==> src/rtl/bg_tile_fetcher.sv <==
// Background tile fetch sequencer: four PPU reads (nametable, attribute, pattern
// low/high) per 8-pixel tile, presented to the shifters with a one-cycle strobe.
module bg_tile_fetcher (
    input  logic        clk,
    input  logic        rst,
    input  logic        start,
    input  logic [15:0] nametable_ptr,
    input  logic [2:0]  pattern_table_offset,
    input  logic [7:0]  ppu_ctrl1,
    output logic [15:0] mem_addr,
    output logic        mem_rd_req,
    input  logic [7:0]  mem_rd_data,
    input  logic        mem_rd_valid,
    output logic [7:0]  tile_pattern_lo,
    output logic [7:0]  tile_pattern_hi,
    output logic [1:0]  tile_palette,
    output logic        tile_valid,
    output logic        busy
);

    typedef enum logic [2:0] {
        IDLE,
        F_NT,
        F_AT,
        F_PL,
        F_PH,
        DONE
    } state_t;

    state_t      state_q, state_d;
    logic [15:0] p_q;
    logic [2:0]  y_q;
    logic        s_q;
    logic [7:0]  t_q;
    logic [7:0]  a_q;
    logic [7:0]  lo_q;
    logic [7:0]  pat_lo_q, pat_hi_q;
    logic [1:0]  pal_q;
    logic [15:0] at_addr;
    logic [1:0]  palette;
    logic        fire;
    logic        unused_ctrl;

    assign unused_ctrl = ^{ppu_ctrl1[7:5], ppu_ctrl1[3:0]};

    // Attribute byte covers a 4x4-tile block; select the 2x2 quadrant's two bits.
    assign at_addr = 16'h23C0 | (p_q & 16'h0C00) | ((p_q >> 4) & 16'h0038) | ((p_q >> 2) & 16'h0007);

    always_comb begin
        palette = a_q[1:0];
        case ({p_q[6], p_q[1]})
            2'b00:   palette = a_q[1:0];
            2'b01:   palette = a_q[3:2];
            2'b10:   palette = a_q[5:4];
            default: palette = a_q[7:6];
        endcase
    end

    always_comb begin
        state_d    = state_q;
        mem_rd_req = 1'b0;
        mem_addr   = '0;
        case (state_q)
            IDLE: begin
                if (start) state_d = F_NT;
            end
            F_NT: begin
                mem_rd_req = 1'b1;
                mem_addr   = p_q;
                if (mem_rd_valid) state_d = F_AT;
            end
            F_AT: begin
                mem_rd_req = 1'b1;
                mem_addr   = at_addr;
                if (mem_rd_valid) state_d = F_PL;
            end
            F_PL: begin
                mem_rd_req = 1'b1;
                mem_addr   = {3'b000, s_q, t_q, 1'b0, y_q};
                if (mem_rd_valid) state_d = F_PH;
            end
            F_PH: begin
                mem_rd_req = 1'b1;
                mem_addr   = {3'b000, s_q, t_q, 1'b1, y_q};
                if (mem_rd_valid) state_d = DONE;
            end
            DONE: begin
                state_d = IDLE;
            end
            default: state_d = IDLE;
        endcase
    end

    assign fire = mem_rd_req & mem_rd_valid;

    always_ff @(posedge clk or posedge rst) begin
        if (rst) begin
            state_q <= IDLE;
        end else begin
            state_q <= state_d;
        end
    end

    always_ff @(posedge clk or posedge rst) begin
        if (rst) begin
            p_q      <= '0;
            y_q      <= '0;
            s_q      <= 1'b0;
            t_q      <= '0;
            a_q      <= '0;
            lo_q     <= '0;
            pat_lo_q <= '0;
            pat_hi_q <= '0;
            pal_q    <= '0;
        end else begin
            if (state_q == IDLE && start) begin
                p_q <= nametable_ptr;
                y_q <= pattern_table_offset;
                s_q <= ppu_ctrl1[4];
            end
            if (fire) begin
                case (state_q)
                    F_NT: t_q  <= mem_rd_data;
                    F_AT: a_q  <= mem_rd_data;
                    F_PL: lo_q <= mem_rd_data;
                    // Outputs load together on entry to DONE so all three change in the strobe cycle.
                    F_PH: begin
                        pat_lo_q <= lo_q;
                        pat_hi_q <= mem_rd_data;
                        pal_q    <= palette;
                    end
                    default: ;
                endcase
            end
        end
    end

    assign tile_pattern_lo = pat_lo_q;
    assign tile_pattern_hi = pat_hi_q;
    assign tile_palette    = pal_q;
    assign tile_valid      = (state_q == DONE);
    assign busy            = (state_q != IDLE);

endmodule
==> config.mk <==
export PLATFORM = sky130hd
export DESIGN_NAME = bg_tile_fetcher
export DESIGN_NICKNAME = d
export VERILOG_FILES = /design/src/rtl/bg_tile_fetcher.sv
export SDC_FILE = /design/constraint.sdc
export NUM_CORES = 1
export LEC_CHECK = 0
export BUFFER_PORTS_ARGS = -buffer_cell sky130_fd_sc_hd__buf_2
export CAP_MARGIN = 0
export CELL_PAD_IN_SITES_DETAIL_PLACEMENT = 0
export CELL_PAD_IN_SITES_GLOBAL_PLACEMENT = 2
export CORE_UTILIZATION = 35
export DETAILED_ROUTE_END_ITERATION = 6
export PLACE_DENSITY_LB_ADDON = 0.1
export SYNTH_ARGS = -nofsm -noshare
export SYNTH_HDL_FRONTEND = slang
export SYNTH_SLANG_ARGS = --single-unit
==> constraint.sdc <==
create_clock -name clk -period 2.6 [get_ports clk]
set_input_delay 0.52 -clock clk [delete_from_list [all_inputs] [get_ports clk]]
set_output_delay 0.52 -clock clk [all_outputs]
set_load 0.005 [all_outputs]
# After elaboration in Yosys (flattened, before gate mapping)
# Index checks and enable logic that the tools add are counted.
# classes
bitwise,3
eq_ne,12
n_mux,9
n_reduce_logical,10
# ops
operator,n
one-hot mux 16 bit (4 select lines),1
two-way mux 3 bit,5
one-hot mux 3 bit (5 select lines),1
OR 14 x 3 -> 14 bit,1
OR 14 x 6 -> 14 bit,1
!= test 2 bit (second input constant),5
AND reduction 2 bit,4
== test 3 x 2 -> 1 bit (second input constant),2
== test 3 bit (second input constant),2
one-hot mux 2 bit (3 select lines),1
AND reduction 5 bit,1
OR reduction 4 bit,1
== test 3 x 1 -> 1 bit (second input constant),1
zero test 3 bit,1
nonzero test 3 bit,1
== test 2 x 1 -> 1 bit (second input constant),1
== test 2 bit (second input constant),1
zero test 2 bit,1
bitwise AND 1 bit,1
logical AND 1 bit,1
two-way mux 1 bit,1
# word_totals
input_bits,39
word_cells,44
register_bits,65
out_inout_bits,37

# Depth between registers and ports, before layout
# logic_depth
ltp_word,5
depth_mapped,5
mapped_depth_nobuf,3

# Worst setup path before layout
# No wires, ideal clock.
# synth_timing
path_type,register to output
startpoint,register state_q[1]
endpoint,output port mem_rd_req
arrival_ns,1.215
required_time_ns,2.080
slack_ns,0.865
path_stages_with_launch,5
n_path_buf,2
cell_sequence,dfrtp_1 > buf_6 > buf_6 > or3_1 > and2_1
# synth_between
elab_chain_cells,3
elab_cells_between_ends,6
cone_classes,eq/ne (4); mux (1); reduce/logical (1)
# synth_lines
element,line_no,source
from (decl),30,"state_t state_q, state_d;"
from (signal assigned),100,state_q <= state_d;
== test 3 bit (tied with other cells),63,case (state_q)
OR reduction 4 bit (no line) *,n/a,
two-way mux 1 bit *,63,
to (decl),11,"output logic mem_rd_req,"
# Mark *: on every way between the ends. The rest lies on a longest branch, timed or not.

# Worst setup path in the final report
# layout_timing
startpoint,register state_q[0]
endpoint,output port mem_addr[2]
# layout_between
elab_chain_cells,2
elab_cells_between_ends,5
cone_classes,eq/ne (4); mux (1)
# layout_lines
element,line_no,source
== test 3 bit (tied with other cells),63,
one-hot mux 16 bit (4 select lines) *,63,
to (decl),10,"output logic [15:0] mem_addr,"
# Marks and branches as above.

==> impl_metrics.yaml <==
outcome:
  outcome: "completed"
detailed_routing:
  first_pass_iters: 4
  drc: 0
  initialDrtViolationCount: 68
  via_per_inst: 4.91
  ant_nets: 0
  wire_per_inst_microns: 15.9
  drt-total-wl_microns: 6390
  vias: 1969
timing:
  hold_viol_final: 0
  period_minus_slack_ns: 2.38
  worst_slew_pin_slew_ns: 0.481
  slew_violations: 0
  max_slew_margin_pct: 67.8
  fin_ws_ns: 0.224
  fmax_mhz: 421
  grt_setup_unrepaired: "no"
  fin_tns_setup_ns: 0
  period_share_pct: 91.4
  setup_viol: 0
  skew_ns: 0.00731
cells_and_area:
  final_layout_size_suffix_gt1_share_pct: 57.8
  area_growth_pct: 25.1
  fillCellCount: 779
  diodes: 0
  layout.nets: 331
  fin_util_pct: 45.0
yosys:
  synth_cells: 213
  synth_area_leaders: "dfrtp_1 55%, mux2_2 26%, a22oi_1 2.6%, mux4_2 1.5%, buf_6 1.1%"
  ys_warn_count: 0
  synthFlopType: "dfrtp_1"
  synth-edff-count: 0
  synth_area_sq_um: 2940
  synth-seq-cells: 65
  avgSynthCellArea_sq_um: 13.8
  synth_most_common_cell: "mux2_2"
  synth_cell_types: 30
  yosysTopAreaCell: "dfrtp_1"
  synth_common_cells: "68 x mux2_2, 65 x dfrtp_1, 10 x a22oi_1, 8 x nand2_1"
  syn-num-nets: 252
  synth_top_area_share_pct: 55.3
  async_flop_share_pct: 100
  synth.yosys.seq_area_share_pct: 55.3
placement:
  gp_congestion: 0.705
  port_buffers: 68
  dp_hpwl_microns: 4480
  place_ws_ns: 0.585
cts:
  cts_tree: "built"
  post-cts-setup-buffer-count: 0
  hold_buffers: 0
  path_clk_slew_ns: 0.07
  htree_levels: 3
  worstSkewPairLatency_ns: 0.34
  clock_tree.root_cell: "clkbuf_8"
  cts_resized: 0
  clockBufferDepth: 2
  cts_buffers: 9
  cts_sinks: 65
floorplanning:
  initial_core_util_pct: 36.0
  io_pins: 76
  rows: 33
  die_x_microns: 93.7
  die_h_microns: 93.7
  dieArea_sq_um: 8780
  core_area_sq_um: 8180
hold_path:
  hp-class: "in2async"
global_route:
  grt_pass1_vias: 1995
  overflow: 0
  antenna_found_initial: 0
  grt_start_max_net_pins: 46
  grt_usage_pct: 16.2
  grt_pass1_wl_microns: 10400
setup_path:
  cp_max_fo: 14
  critPathRequiredTime_ns: 2.08
  startpoint: "state_q[0]$_DFFE_PP0P_"
  critPathArrivalTime_ns: 1.86
  r2r-start: "state_q[0]$_DFFE_PP0P_"
  crit_path_end_kind: "primary output"
  critical_path_class: "reg2out"
  start_kind: "flop"
power:
  ir_drop_mv: 0.482
  powerDensity_nw_per_um2: 1310
  leakage_nw: 1.70
run:
  drv_cap: 0
## sequential cells by signal, indices dropped and copies added, names as in the netlist
name	cells
t_q	8
tile_pattern_lo	8
lo_q	8
p_q	16
s_q	1
state_q	3
a_q	8
tile_pattern_hi	8
tile_palette	2
y_q	3
## routing by layer
layer	up-vias	track usage [%]	routed length, microns
li1	936	-	-
met2	42	23.5	2910
met4	0	6.67	108
met5	-	0	0
met1	982	22.8	3100
met3	9	4.37	274
## layout by cell type, fill, tap and decap left out, drive strengths merged
cell and count:
or3 1, bufinv 2, a21oi 6, nand4 1, nor2 6, xor2 1, inv 2, nor3b 1
o22ai 5, a21o 1, o21ai 6, nor2b 4, nor4b 1, clkbuf 11, mux2 68, clkinvlp 1
o2bb2ai 2, a22o 1, dfrtp 65, nand2b 4, and3 2, clkinv 1, a22oi 10, nand2 8
a32o 1, mux2i 1, and2 2, buf 80, mux4 2
## path summary, 6_finish.rpt
kind                       depth (start not counted)  slack, ns                        endpoint
hold reg to reg                                    1       0.50             lo_q[2]$_DFFE_PP0P_
setup reg to reg                                   4       0.62  tile_pattern_lo[2]$_DFFE_PP0P_
hold / removal                                     2       0.19          state_q[0]$_DFFE_PP0P_
max in group asynchronous                          3       1.81              t_q[4]$_DFFE_PP0P_
setup / recovery                                   4       0.22                     mem_addr[2]
min in group clk                                   2       0.41              y_q[0]$_DFFE_PP0P_
## final cells by class
cell class / instances / area, sq um / area share, %
Clock buffer: 11 / 151 / 4.12
Clock inverter: 4 / 76.3 / 2.07
Inverter: 2 / 7.51 / 0.204
Multi-Input combinational cell: 134 / 1230 / 33.4
Sequential cell: 65 / 1630 / 44.2
Tap cell: 105 / 131 / 3.57
Timing Repair Buffer: 80 / 455 / 12.4
## through the flow
| step | hold WS [ns] | power (mW) | cells | area [sq um] |
|---|---|---|---|---|
| floorplan | 0.473 | 3.12 | 213 | 2940 |
| global placement | 0.481 | 3.85 | 386 | 3450 |
| detailed placement | 0.488 | 3.88 | 386 | 3450 |
| CTS | 0.198 | 4.88 | 401 | 3680 |
| global route | 0.224 | 5.18 | 401 | 3680 |
| finish | 0.192 | 4.80 | 401 | 3680 |
## cell families (layout without fill, tap and decap cells)
family          after synthesis  count (layout)  share of synthesized area (%)
flops                        65              65                           55.3
simple gates                 30              30                           6.25
mux                          71              71                           27.9
xor+xnor                      1               1                          0.298
compound gates               32              32                           7.15
buf+inv                      14              97                           3.10
## where the power goes
group / switching (mW) / leakage [nW] / internal [mW] / total [mW]
registers: 0.348 / 0.790 / 1.52 / 1.87
logic: 0.807 / 0.801 / 1.15 / 1.96
clock network: 0.391 / 0.112 / 0.589 / 0.979
total: 1.55 / 1.70 / 3.26 / 4.80
## worst max-delay path: stages, from the launching register on
cell	delay, ns
dfrtp_1	0.55
nor3b_4	0.47
a21o_1	0.22
o2bb2ai_1	0.14
buf_2	0.13
Note: power is estimated with default switching activity, not from simulation.
